===== config.mk =====
export PLATFORM = sky130hd
export DESIGN_NAME = hs_seq_sink
export DESIGN_NICKNAME = d
export VERILOG_FILES = /design/src/rtl/hs_seq_sink.sv
export SDC_FILE = /design/constraint.sdc
export NUM_CORES = 1
export LEC_CHECK = 0
export ABC_AREA = 1
export CORE_UTILIZATION = 49
export DETAILED_ROUTE_END_ITERATION = 12
export PLACE_DENSITY_LB_ADDON = 0.2
export SYNTH_ARGS = -nofsm -noshare
export SYNTH_HDL_FRONTEND = slang
export SYNTH_SLANG_ARGS = --single-unit

===== constraint.sdc =====
create_clock -name clk -period 1.6 [get_ports clk]
set_input_delay 0.32 -clock clk [delete_from_list [all_inputs] [get_ports clk]]
set_output_delay 0.32 -clock clk [all_outputs]
set_load 0.05 [all_outputs]

===== src/rtl/hs_seq_sink.sv =====
// hs_seq_sink: valid/ready stream receiver used as a synthesizable self-checking sink.
// It drives in_ready_o with a selectable backpressure pattern and checks that every
// accepted beat equals the previous accepted beat plus one, starting from START_VAL.
// Beats and mismatches are counted, and the run stops after num_beats_i beats (0 = unlimited).
//
// Optional feature: define HS_SINK_PROTO_CHECK_EN to add a valid/data stability monitor
// with a sticky proto_err_o output. Without the macro that port and its logic are absent.
//
// Ports:
//   clk, rst_n     clock (rising edge), asynchronous active-low reset
//   start_i        1-cycle pulse that begins a run (ignored while busy)
//   mode_i         ready pattern: 0 always, 1 toggle, 2 LFSR, 3 ON/OFF duty
//   num_beats_i    beats per run, 0 = unlimited (sampled at start)
//   in_data_i      stream data
//   in_valid_i     stream valid
//   in_ready_o     stream ready (registered)
//   beat_cnt_o     beats accepted this run
//   err_cnt_o      sequence mismatches this run, saturating
//   err_o          sticky mismatch flag, cleared by start
//   done_o         high when the programmed beat count has been reached
//   busy_o         high while a run is in progress
//   proto_err_o    sticky protocol violation flag (HS_SINK_PROTO_CHECK_EN only)
module hs_seq_sink #(
    parameter int unsigned    DW        = 8,
    parameter int unsigned    CW        = 16,
    parameter logic [DW-1:0]  START_VAL = '0,
    parameter int unsigned    ON_CYC    = 3,
    parameter int unsigned    OFF_CYC   = 2
) (
    input  logic          clk,
    input  logic          rst_n,
    input  logic          start_i,
    input  logic [1:0]    mode_i,
    input  logic [CW-1:0] num_beats_i,
    input  logic [DW-1:0] in_data_i,
    input  logic          in_valid_i,
    output logic          in_ready_o,
    output logic [CW-1:0] beat_cnt_o,
    output logic [CW-1:0] err_cnt_o,
    output logic          err_o,
    output logic          done_o,
    output logic          busy_o
`ifdef HS_SINK_PROTO_CHECK_EN
    ,
    output logic          proto_err_o
`endif
);

    localparam int unsigned   PERIOD     = ON_CYC + OFF_CYC;
    localparam int unsigned   PW         = (PERIOD > 2) ? $clog2(PERIOD) : 1;
    localparam logic [PW-1:0] DUTY_LAST  = PW'(PERIOD - 1);
    localparam logic [PW-1:0] DUTY_ON    = PW'(ON_CYC);
    localparam logic [7:0]    LFSR_SEED  = 8'hA5;

    typedef enum logic [1:0] {
        S_IDLE = 2'd0,
        S_RUN  = 2'd1,
        S_DONE = 2'd2
    } state_e;

    state_e          state_q, state_d;
    logic [1:0]      mode_q, mode_d;
    logic [CW-1:0]   num_q, num_d;
    logic [CW-1:0]   beat_q, beat_d;
    logic [CW-1:0]   errc_q, errc_d;
    logic            err_q, err_d;
    logic [DW-1:0]   exp_q, exp_d;
    logic [7:0]      lfsr_q, lfsr_d;
    logic [PW-1:0]   duty_q, duty_d;
    logic            rdy_q, rdy_d;
    logic            done_q, done_d;
    logic            busy_q, busy_d;

    logic            start_go_c;
    logic            accept_c;
    logic            term_c;
    logic [CW-1:0]   beat_inc_c;
    logic [7:0]      lfsr_nxt_c;
    logic [PW-1:0]   duty_nxt_c;

    // Shared decode used by both next-state and output logic
    assign start_go_c = start_i && (state_q != S_RUN);
    assign accept_c   = in_valid_i && rdy_q;
    assign beat_inc_c = beat_q + CW'(1);
    assign term_c     = accept_c && (num_q != '0) && (beat_inc_c == num_q);
    // Fibonacci LFSR, taps 8,6,5,4; the new bit enters at bit0
    assign lfsr_nxt_c = {lfsr_q[6:0], lfsr_q[7] ^ lfsr_q[5] ^ lfsr_q[4] ^ lfsr_q[3]};
    assign duty_nxt_c = (duty_q == DUTY_LAST) ? '0 : duty_q + PW'(1);

    // State register
    always_ff @(posedge clk or negedge rst_n) begin
        if (!rst_n) begin
            state_q <= S_IDLE;
        end else begin
            state_q <= state_d;
        end
    end

    // Next-state logic
    always_comb begin
        state_d = state_q;
        case (state_q)
            S_IDLE:  if (start_i) state_d = S_RUN;
            S_RUN:   if (term_c)  state_d = S_DONE;
            S_DONE:  if (start_i) state_d = S_RUN;
            default: state_d = S_IDLE;
        endcase
    end

    // Output / datapath next values
    always_comb begin
        mode_d = mode_q;
        num_d  = num_q;
        beat_d = beat_q;
        errc_d = errc_q;
        err_d  = err_q;
        exp_d  = exp_q;
        lfsr_d = lfsr_q;
        duty_d = duty_q;
        rdy_d  = 1'b0;
        done_d = (state_d == S_DONE);
        busy_d = (state_d == S_RUN);

        if (start_go_c) begin
            mode_d = mode_i;
            num_d  = num_beats_i;
            beat_d = '0;
            errc_d = '0;
            err_d  = 1'b0;
            exp_d  = START_VAL;
            lfsr_d = LFSR_SEED;
            duty_d = '0;
        end else if (state_q == S_RUN) begin
            lfsr_d = lfsr_nxt_c;
            duty_d = duty_nxt_c;
            if (accept_c) begin
                beat_d = beat_inc_c;
                if (in_data_i != exp_q) begin
                    err_d = 1'b1;
                    if (errc_q != '1) errc_d = errc_q + CW'(1);
                end
                // Resync on the received value so a dropped beat costs one error
                exp_d = in_data_i + DW'(1);
            end
        end

        // Ready for the upcoming cycle; low whenever the next state is not RUN
        if (state_d == S_RUN) begin
            if (start_go_c) begin
                rdy_d = (mode_i == 2'd2) ? LFSR_SEED[0] : 1'b1;
            end else begin
                case (mode_q)
                    2'd0:    rdy_d = 1'b1;
                    2'd1:    rdy_d = ~rdy_q;
                    2'd2:    rdy_d = lfsr_nxt_c[0];
                    default: rdy_d = (duty_nxt_c < DUTY_ON);
                endcase
            end
        end
    end

    // Datapath registers
    always_ff @(posedge clk or negedge rst_n) begin
        if (!rst_n) begin
            mode_q <= '0;
            num_q  <= '0;
            beat_q <= '0;
            errc_q <= '0;
            err_q  <= 1'b0;
            exp_q  <= START_VAL;
            lfsr_q <= LFSR_SEED;
            duty_q <= '0;
            rdy_q  <= 1'b0;
            done_q <= 1'b0;
            busy_q <= 1'b0;
        end else begin
            mode_q <= mode_d;
            num_q  <= num_d;
            beat_q <= beat_d;
            errc_q <= errc_d;
            err_q  <= err_d;
            exp_q  <= exp_d;
            lfsr_q <= lfsr_d;
            duty_q <= duty_d;
            rdy_q  <= rdy_d;
            done_q <= done_d;
            busy_q <= busy_d;
        end
    end

    assign in_ready_o = rdy_q;
    assign beat_cnt_o = beat_q;
    assign err_cnt_o  = errc_q;
    assign err_o      = err_q;
    assign done_o     = done_q;
    assign busy_o     = busy_q;

`ifdef HS_SINK_PROTO_CHECK_EN
    logic          stall_q;
    logic [DW-1:0] pdata_q;
    logic          perr_q, perr_d;
    logic          viol_c;

    // A stalled beat must stay valid with stable data on the following cycle
    assign viol_c = stall_q && (!in_valid_i || (in_data_i != pdata_q));

    always_comb begin
        perr_d = perr_q | viol_c;
        if (start_go_c) perr_d = 1'b0;
    end

    always_ff @(posedge clk or negedge rst_n) begin
        if (!rst_n) begin
            stall_q <= 1'b0;
            pdata_q <= '0;
            perr_q  <= 1'b0;
        end else begin
            stall_q <= in_valid_i && !rdy_q;
            pdata_q <= in_data_i;
            perr_q  <= perr_d;
        end
    end

    assign proto_err_o = perr_q;
`endif

endmodule


; After elaboration in Yosys (flattened, before gate mapping)
; Cells that the tools add are included.
[op_classes]
add_sub_neg = 4
n_lt_le_gt_ge = 1
n_eq_ne = 11
muxes = 26
bitwise_logic = 4
reduce_logical = 15
[ops]
columns = op, count
row1 = $mux 16, 8
row2 = $mux 8, 5
row3 = $add 16x1->16 const B, 2
row4 = $eq 16x16->1, 1
row5 = $ne 16x16->1 const B, 1
row6 = $reduce_bool 16->1, 1
row7 = $mux 3, 3
row8 = $add 8x1->8 const B, 1
row9 = $ne 8x8->1, 1
row10 = $reduce_bool 2->1, 4
row11 = $eq 2x1->1 const B, 3
row12 = $eq 2x2->1 const B, 3
row13 = $mux 1, 6
row14 = $logic_and 1x1->1, 4
row15 = $logic_not 2->1, 2
row16 = $mux 2, 2
row17 = $pmux 2 s2, 1
row18 = $reduce_and 4->1, 1
row19 = $add 3x1->3 const B, 1
row20 = $eq 3x3->1 const B, 1
row21 = $lt 3x2->1 const B, 1
row22 = $pmux 1 s3, 1
row23 = $reduce_and 3->1, 1
row24 = $xor 1x1->1, 3
row25 = other kinds (4), 4
[word_totals]
register_bits = 75
out_inout_bits = 36
word_cells = 73

; Longest topological paths before layout
; Gate-level depths: netlist (run 1).
[depth]
ltp_word = 7
depth_mapped = 14
ltp_nobuf = 14

; Worst setup path before layout (run 1)
; OpenSTA, ideal clock, no wires.
[synth_timing]
path_type = register to register
from = register beat_q[1] (netlist: beat_cnt_o[1])
to = register rdy_q (netlist: in_ready_o)
arrival_ns = 1.971
required_ns = 1.471
path_slack_ns = -0.500
path_stages_with_launch = 14
n_path_buf = 0
path_cell_list = dfrtp_1 -> ha_1 -> nand2_2 -> nor2_4 -> nand2_1 -> nand2_1 -> and2_1 -> nor2_1 -> nor2_1 -> nand3_1 -> nor2_2 -> nand2_2 -> nand2_2 -> a21oi_2
[synth_between]
elab_chain_len = 7
[synth_rtl]
columns = item, line
row1 = from (decl), 64  ; logic [CW-1:0] beat_q, beat_d;
row2 = from (signal assigned), 179  ; beat_q <= beat_d;
row3 = $add 16x1->16, 84  ; assign beat_inc_c = beat_q + CW'(1);
row4 = $eq 16x16->1, 85  ; assign term_c = accept_c && (num_q != '0) && (beat_inc_c == num_q);
row5 = $logic_and 1x1->1, 85
row6 = $mux 2, 104  ; S_RUN: if (term_c) state_d = S_DONE;
row7 = $pmux 2 s2, 102  ; case (state_q)
row8 = $eq 2x1->1, 148  ; if (state_d == S_RUN) begin
row9 = $mux 1, 148
row10 = named net rdy_d, 70  ; logic rdy_q, rdy_d;
row11 = to (signal assigned), 185  ; rdy_q <= rdy_d;
row12 = to (decl), 70
; The timed path passes the listed nets, and every way through them passes these cells.
; A chain may end at the register's enable or synchronous reset.

; Worst setup path in the final report (run 1)
[layout_timing]
from = register beat_q[1] (netlist: beat_cnt_o[1])
to = register state_q[0]
[layout_between]
elab_chain_len = 5
[layout_rtl]
columns = item, line
row1 = $add 16x1->16, 84
row2 = $eq 16x16->1, 85
row3 = $logic_and 1x1->1, 85
row4 = $mux 2, 104
row5 = $pmux 2 s2, 102
row6 = named net state_d[0], 61  ; state_e state_q, state_d;
row7 = to (signal assigned), 95  ; state_q <= state_d;
row8 = to (decl), 61
; The timed path passes the listed nets, and every way through them passes these cells.

==> results of run 1 <==
## repair_timing
action / CTS / global route
endpoints found under the hold margin: 26 / 0
setup endpoints to repair: 14 / 42
gates resized for setup: 27 / 85
hold buffers: 1 / 0
cloned: 2 / 3
buffers inserted: 8 / 10
pin swaps: 11 / 19
## final cells by class
cell class              instances  area, µm²
clock buffers                   9        124
clock inverters                 7       83.8
fillers                       449       1290
inverters                      61        251
multi-input cells             388       2480
flip-flops and latches         75       1910
well taps                     105        131
repair buffers                175       1980
repair inverters                1       7.51
## worst max-delay path by stage
stage	from	endpoint	slack [ns]	depth (start not counted)
6_report	beat_cnt_o[1]	state_q[0]	-0.35	10
2_1_floorplan	beat_cnt_o[1]	in_ready_o	-0.24	13
4_1_cts	beat_cnt_o[1]	state_q[0]	-0.26	13
5_1_grt	beat_cnt_o[1]	state_q[0]	-0.45	13
3_3_place_gp	in_valid_i	in_ready_o	-0.36	11
3_5_place_dp	in_valid_i	state_q[0]	-0.42	11
## layout by cell type, fill, tap and decap left out, drive strengths merged
| cell type | count |
|---|---|
| nand2 | 149 |
| buf | 144 |
| dfrtp | 71 |
| inv | 61 |
| nand3 | 53 |
| nor2 | 46 |
| o21ai | 38 |
| clkdlybuf4s50 | 24 |
| o22ai | 14 |
| nand4 | 13 |
| a21oi | 12 |
| xor2 | 11 |
| clkbuf | 11 |
| xnor2 | 9 |
| nor3 | 8 |
| o31ai | 7 |
| ha | 5 |
| nand3b | 4 |
| clkinvlp | 4 |
| dlygate4sd2 | 4 |
| dfstp | 4 |
| nor4 | 3 |
| clkinv | 3 |
| a31o | 2 |
| and2 | 2 |
| o21bai | 1 |
| or2 | 1 |
| xnor3 | 1 |
| a211oi | 1 |
| o211ai | 1 |
| and3 | 1 |
| nor3b | 1 |
| a31oi | 1 |
| a32o | 1 |
| a22o | 1 |
| a22oi | 1 |
| a2bb2oi | 1 |
| bufinv | 1 |
| dlygate4sd3 | 1 |
## worst reg2reg max path: cells and delay by family, from the launching register on
kind / cells / cell delay (ns)
DFF: 1 / 0.45
xor gates and xnor gates: 1 / 0.24
buffers and inverters: 1 / 0.15
AOI/OAI and AO/OA: 1 / 0.19
and+or+nand+nor: 7 / 0.82
## power by group through the flow
stage	combinational (mW)	sequential, mW	clock (mW)
global route	7.35	3.39	1.66
floorplan	2.12	4.16	0
CTS	6.22	3.29	1.57
detailed placement	5.90	3.32	0
finish	6.91	3.33	1.57
global placement	5.71	3.29	0
## routing by layer
metal	share of wire	vias up	wire (µm)
li1	-	2137	-
met1	0.39	2294	5590
met2	0.52	232	7480
met3	0.068	42	975
met4	0.027	0	395
met5	0	-	0
## metrics by stage
stage | setup slack (ns) | instance area (µm²) | util
after floorplan | -0.245 | 4310 | -
after detailed placement | -0.422 | 6110 | 0.740
after global routing | -0.446 | 6970 | 0.844
final | -0.348 | 6970 | 0.844
after CTS | -0.263 | 6520 | 0.790
after global placement | -0.362 | 6110 | 0.740
## registers in the layout (all words and copies together), names as in the netlist
signal      flops
err_cnt_o      16
err_o           1
busy_o          1
done_o          1
mode_q          2
in_ready_o      1
duty_q          3
state_q         2
lfsr_q          8
beat_cnt_o     16
num_q          16
exp_q           8
## cell families after synthesis
family                   count (synthesis)  synth area share
flip-flops                              75             0.447
XOR/XNOR                                21            0.0469
adder cells (fa/ha/maj)                  5            0.0149
AO/OA/AOI/OAI                           81             0.117
buffers and inverters                   72            0.0674
AND/OR/NAND/NOR                        279             0.307
==> metrics.md, run 1 <==
| Metric | Value |
|---|---|
| Outcome | `finished, violations left` |
| Violated checks | `negative setup slack` |
| Fmax | `513 MHz` |
| Deepest level of the CTS H-tree | `3` |
| Clock sink count | `75` |
| Number of pins exceeding their max-slew limit in the final report | `0` |
| Met1 global-route usage | `0.378` |
| Via count of the first global-routing pass | `4530` |
| Count of boundary I/O pins | `66` |
| Routed vias/inst | `5.73` |
| Routed vias | `4705` |
| Max-cap violation count | `0` |
| Worst rel slew slack | `0.692` |
| Count of final hold-check violations | `0` |
| IR Drop Worst-Case VDD | `0.00104 V` |
| Critical Path Sink Type | `flop` |
| Met3 demand-to-capacity share in global routing | `0.0499` |
| Worst Path Class, Setup | `flop to flop` |
| Final Power | `11.8 mW` |
| Worst hold margin | `0.375 ns` |
| Setup slack of the worst register-to-register path | `-0.35 ns` |
| Dominant register cell in the synthesized netlist | `sky130_fd_sc_hd__dfrtp_1` |
| Total detailed-routing wirelength | `14400 µm` |
| Warning count from the yosys run | `0` |
| Later-pin clock latency in the skew report | `0.36 ns` |
| Yosys top cell area share | `0.422` |
| Power share of the combinational group | `0.585` |
| Shortest period the worst path allows | `1.95 ns` |
| Detailed Routing Iterations Pass 1 | `6` |
| Required arrival time at the worst endpoint | `1.84 ns` |
| Cell-by-cell listing of the critical path | `buf_12, nand3_1, xor2_1, nand2_1, a21oi_2, nand3_1, nor2_2, nand2_2, nand2_2, nand2_1` |
| Cell types occupying the most area after synthesis | `sky130_fd_sc_hd__dfrtp_1 42%, sky130_fd_sc_hd__nand2_1 13%, sky130_fd_sc_hd__nand3_1 6.3%, sky130_fd_sc_hd__inv_1 5.3%, sky130_fd_sc_hd__o21ai_0 3.8%` |
| Hold_sp | `in_data_i[0]` |
| Die outline height | `94.7 µm` |
| Layout Area Growth over Synthesis | `65.4%` |
| Gpl congestion | `0.922` |
| Number of antenna violations at the first check in global routing | `0` |
| Cell Area, Synth | `4210 µm²` |
| Post-synth net total | `568` |
| Net load switching power | `5.12 mW` |
| Final period utilization | `1.22` |
| Classification of the worst-slack hold path | `input port to flop` |
| Worst Path Max Fanout | `4` |
| Synth cell count leaders | `141 x sky130_fd_sc_hd__nand2_1, 71 x sky130_fd_sc_hd__dfrtp_1, 60 x sky130_fd_sc_hd__inv_1, 53 x sky130_fd_sc_hd__nand3_1, 36 x sky130_fd_sc_hd__nor2_1` |
| Global-route layer with the greatest usage | `met2` |
| Placed cells | `782` |
| Root buffer selected by CTS | `sky130_fd_sc_hd__clkbuf_8` |
| Post-route DRC violation count | `0` |
| Synthesized area per cell | `7.90 µm²` |
| Worst Skew | `0.0169 ns` |
| Core Rows | `33` |
| Routed wirelength normalized by instance count | `17.6 µm` |
| Yosys reg bits | `75` |
| Number of unique standard cell types used by synthesis | `45` |
| Maximum cell stage delay along the critical path | `0.45 ns` |
| Post-DRT Antenna Nets | `0` |
| Relative contribution of the clock network to total power | `0.133` |
| Power per Cell Area | `1700 nW/µm²` |
| Arrival @ worst endpoint | `2.19 ns` |
| Final Instance Count excl. Fillers | `821` |
| Clock buffers created by TritonCTS | `9` |
| Share of post-route cells with drive strength above 1 | `0.394` |
| Slowest stage cell, crit path | `sky130_fd_sc_hd__dfrtp_2` |
| Final setup violation count | `34` |
| Iteration-0 DRC Markers | `240` |
| Hold Path Stages | `2` |
| Crit path max-delay family | `simple AND/OR/NAND/NOR gates` |
| Initial Utilization | `0.510` |
| Static Leakage | `3.17 nW` |
| Clock tree from TritonCTS | `done` |
| Setup Total Neg Slack | `-3.47 ns` |
| Final worst-path setup slack | `-0.348 ns` |
| Internal | `6.70 mW` |
| Number of inserted diodes | `0` |
| Part of the power in registers | `0.282` |
| Number of buffers and inverters on the critical path | `1` |
| Switching portion of total power | `0.433` |
| Setup repair after global routing missed its margin | `yes` |
| Half-perimeter wire length after placement | `9120 µm` |
| Leading cell type by number of instances after synthesis | `sky130_fd_sc_hd__nand2_1` |
| Total die area | `8970 µm²` |
| Worst r2r src | `beat_cnt_o[1]` |
| Core Box Area | `8260 µm²` |
| Horizontal extent of the die | `94.7 µm` |
| Global Route Usage Sum | `0.306` |
| Number of nets at the end of the flow | `746` |
| Met2 routing resource usage after global routing | `0.534` |
| WHS Endpoint | `exp_q[0]` |
| Critical register-to-register path endpoint | `state_q[0]` |
| Largest net degree at the start of global routing | `36` |
| Seq/Total Area, Yosys | `0.447` |
| First-pass GRT wire length | `21200 µm` |
| Worst-Margin Slew | `0.462 ns` |
| Clock Tree Buf Depth | `2` |
| Cell type with the highest aggregate area in the netlist | `sky130_fd_sc_hd__dfrtp_1` |
| Clock-pin slew on the worst setup and hold paths | `0.09 ns` |
| Gr ovfl total | `0` |
| Share of synthesized registers carrying an async set or reset | `1.00` |
| Post-synth EDFFs | `0` |
| Port Buf Inserts | `65` |
| Worst R2R Path Depth | `10` |
| CP Launch Type | `flop` |
| Syn Inst Count | `533` |
(Power assumes the default switching activity.)
==> inputs of run 2 (changes only) <==
--- a/config.mk
+++ b/config.mk
@@ -6,8 +6,9 @@
 export NUM_CORES = 1
 export LEC_CHECK = 0
 export ABC_AREA = 1
-export CORE_UTILIZATION = 49
+export CORE_UTILIZATION = 55
 export DETAILED_ROUTE_END_ITERATION = 12
+export DONT_BUFFER_PORTS = 1
 export PLACE_DENSITY_LB_ADDON = 0.2
 export SYNTH_ARGS = -nofsm -noshare
 export SYNTH_HDL_FRONTEND = slang
==> run 2 against run 1 <==
The flow finishes with violations (negative hold slack, negative setup slack). Via count shrank 6.8%. Total power shrank 14%. Sequential share of layout area grew 5.2 points. Count of clock-buffer cells in the layout grew 1. Global-route usage grew 2.4 points. Critical path type unchanged.
==> metrics.md, run 2 (synthesized netlist as in run 1, its figures left out) <==
| Metric | Value |
|---|---|
| Deepest level of the CTS H-tree | `3` |
| Number of antenna violations at the first check in global routing | `0` |
| Top library cells by usage in the layout, fill and taps aside | `123 x sky130_fd_sc_hd__nand2_1, 104 x sky130_fd_sc_hd__buf_4, 56 x sky130_fd_sc_hd__inv_1` |
| Clock Tree Buf Depth | `2` |
| Die outline height | `89.5 µm` |
| Critical register-to-register path endpoint | `in_ready_o` |
| Clock-pin slew on the worst setup and hold paths | `0.09 ns` |
| Crit path max-delay family | `simple AND/OR/NAND/NOR gates` |
| Maximum cell stage delay along the critical path | `0.41 ns` |
| Clock tree from TritonCTS | `done` |
| Via count of the first global-routing pass | `4251` |
| Final period utilization | `1.17` |
| Gpl congestion | `0.922` |
| Port Buf Inserts | `0` |
| Met2 routing resource usage after global routing | `0.563` |
| Worst Path Max Fanout | `4` |
| Post-route DRC violation count | `0` |
| Worst R2R Path Depth | `13` |
| Core Box Area | `7330 µm²` |
| Routed wirelength normalized by instance count | `17.9 µm` |
| WP depth | `13` |
| Clock buffers created by TritonCTS | `9` |
| Total detailed-routing wirelength | `13500 µm` |
| Max-cap violation count | `0` |
| Routed vias | `4383` |
| Later-pin clock latency in the skew report | `0.36 ns` |
| Placed cells | `712` |
| Arrival @ worst endpoint | `2.11 ns` |
| Horizontal extent of the die | `89.5 µm` |
| Core Rows | `31` |
| Cell-by-cell listing of the critical path | `ha_4, nand2_4, nor2_4, buf_6, nand4_1, nand3_1, nand2_1, nor2_1, nand2_1, nor2_2, nand2_2, nand2_4, a21oi_2` |
| Global-route layer with the greatest usage | `met2` |
| Classification of the worst-slack hold path | `input port to async pin` |
| Final setup violation count | `21` |
| Largest net degree at the start of global routing | `76` |
| Count of final hold-check violations | `75` |
| Global Route Usage Sum | `0.330` |
| Initial Utilization | `0.575` |
| Outcome | `finished, violations left` |
| Setup slack of the worst register-to-register path | `-0.26 ns` |
| Detailed Routing Iterations Pass 1 | `5` |
| Met3 demand-to-capacity share in global routing | `0.0813` |
| Clock sink count | `75` |
| Share of post-route cells with drive strength above 1 | `0.363` |
| Final worst-path setup slack | `-0.264 ns` |
| Number of inserted diodes | `0` |
| Most common library cell in the layout ignoring fill and taps | `sky130_fd_sc_hd__nand2_1` |
| Worst r2r src | `beat_cnt_o[0]` |
| Setup Total Neg Slack | `-3.92 ns` |
| CP Launch Type | `flop` |
| Power per Cell Area | `1740 nW/µm²` |
| Capturing instance or port of the critical path | `in_ready_o` |
| Number of buffers and inverters on the critical path | `1` |
| Total die area | `8010 µm²` |
| Half-perimeter wire length after placement | `8010 µm` |
| Root buffer selected by CTS | `sky130_fd_sc_hd__clkbuf_8` |
| Gr ovfl total | `0` |
| Layout Area Growth over Synthesis | `39.2%` |
| Worst Path Class, Setup | `flop to flop` |
| Fmax | `536 MHz` |
| Utilization after layout | `0.800` |
| Iteration-0 DRC Markers | `404` |
| Final Instance Count excl. Fillers | `752` |
| Count of boundary I/O pins | `66` |
| Required arrival time at the worst endpoint | `1.84 ns` |
| Setup repair after global routing missed its margin | `yes` |
| Number of pins exceeding their max-slew limit in the final report | `0` |
| Slowest stage cell, crit path | `sky130_fd_sc_hd__dfrtp_2` |
| Post-DRT Antenna Nets | `0` |
| Shortest period the worst path allows | `1.86 ns` |
| Met1 global-route usage | `0.393` |
| Critical Path Sink Type | `flop` |
| Worst-Margin Slew | `0.476 ns` |
| Violated checks | `negative hold slack, negative setup slack` |
| Worst rel slew slack | `0.682` |
| Number of nets at the end of the flow | `683` |
| IR Drop Worst-Case VDD | `0.00118 V` |
| Worst Skew | `0.0149 ns` |
| First-pass GRT wire length | `19600 µm` |
| Routed vias/inst | `5.83` |
| Worst hold margin | `-0.353 ns` |
| Worst setup path startpoint | `beat_cnt_o[0]` |
| Static Leakage | `2.75 nW` |
## run 2: how the worst min path moves through the flow
stage | from | endpoint | slack (ns) | cells after the start
floorplan | rst_n | beat_cnt_o[0] | 0.02 | 0
global placement | rst_n | beat_cnt_o[9] | 0.03 | 0
detailed placement | rst_n | beat_cnt_o[9] | 0.03 | 0
CTS | rst_n | err_cnt_o[3] | -0.37 | 0
global route | rst_n | busy_o | -0.38 | 0
finish | rst_n | beat_cnt_o[9] | -0.35 | 0
## run 2: timing repair
item / in CTS / in global routing
hold endpoints to repair: 75 / 75
gates cloned: 2 / 0
pin swaps: 20 / 13
gates resized for setup: 50 / 37
setup endpoints to repair: 21 / 29
setup buffers: 15 / 7
## run 2: per-stage QoR
stage	cell area (µm²)	power [mW]	hold slack (ns)	worst slack [ns]
final	5860	10.2	-0.353	-0.264
after global routing	5860	10.8	-0.380	-0.410
after CTS	5650	9.91	-0.368	-0.194
after detailed placement	5090	7.95	0.0266	-0.235
after global placement	5090	7.82	0.0260	-0.161
after floorplan	4310	6.29	0.0244	-0.245
## run 2: cell type report
class	instances	area (µm²)
timing repair buffer	113	908
sequential	75	1910
tap	99	124
clock buffer	10	138
multi-input combinational	388	2470
fill	455	1470
clock inverter	6	72.6
inverter	61	245
## run 2: layer usage
metal  part of all wire  vias to the layer above
li1                   -                     2005
met1               0.39                     2078
met2               0.50                      251
met3              0.074                       49
met4              0.035                        0
met5                  0                        -
## run 2: power by group
group	internal (mW)	total, mW	switching, mW
registers	2.68	3.37	0.689
clock network	0.777	1.57	0.790
logic	2.11	5.26	3.15
total	5.56	10.2	4.63
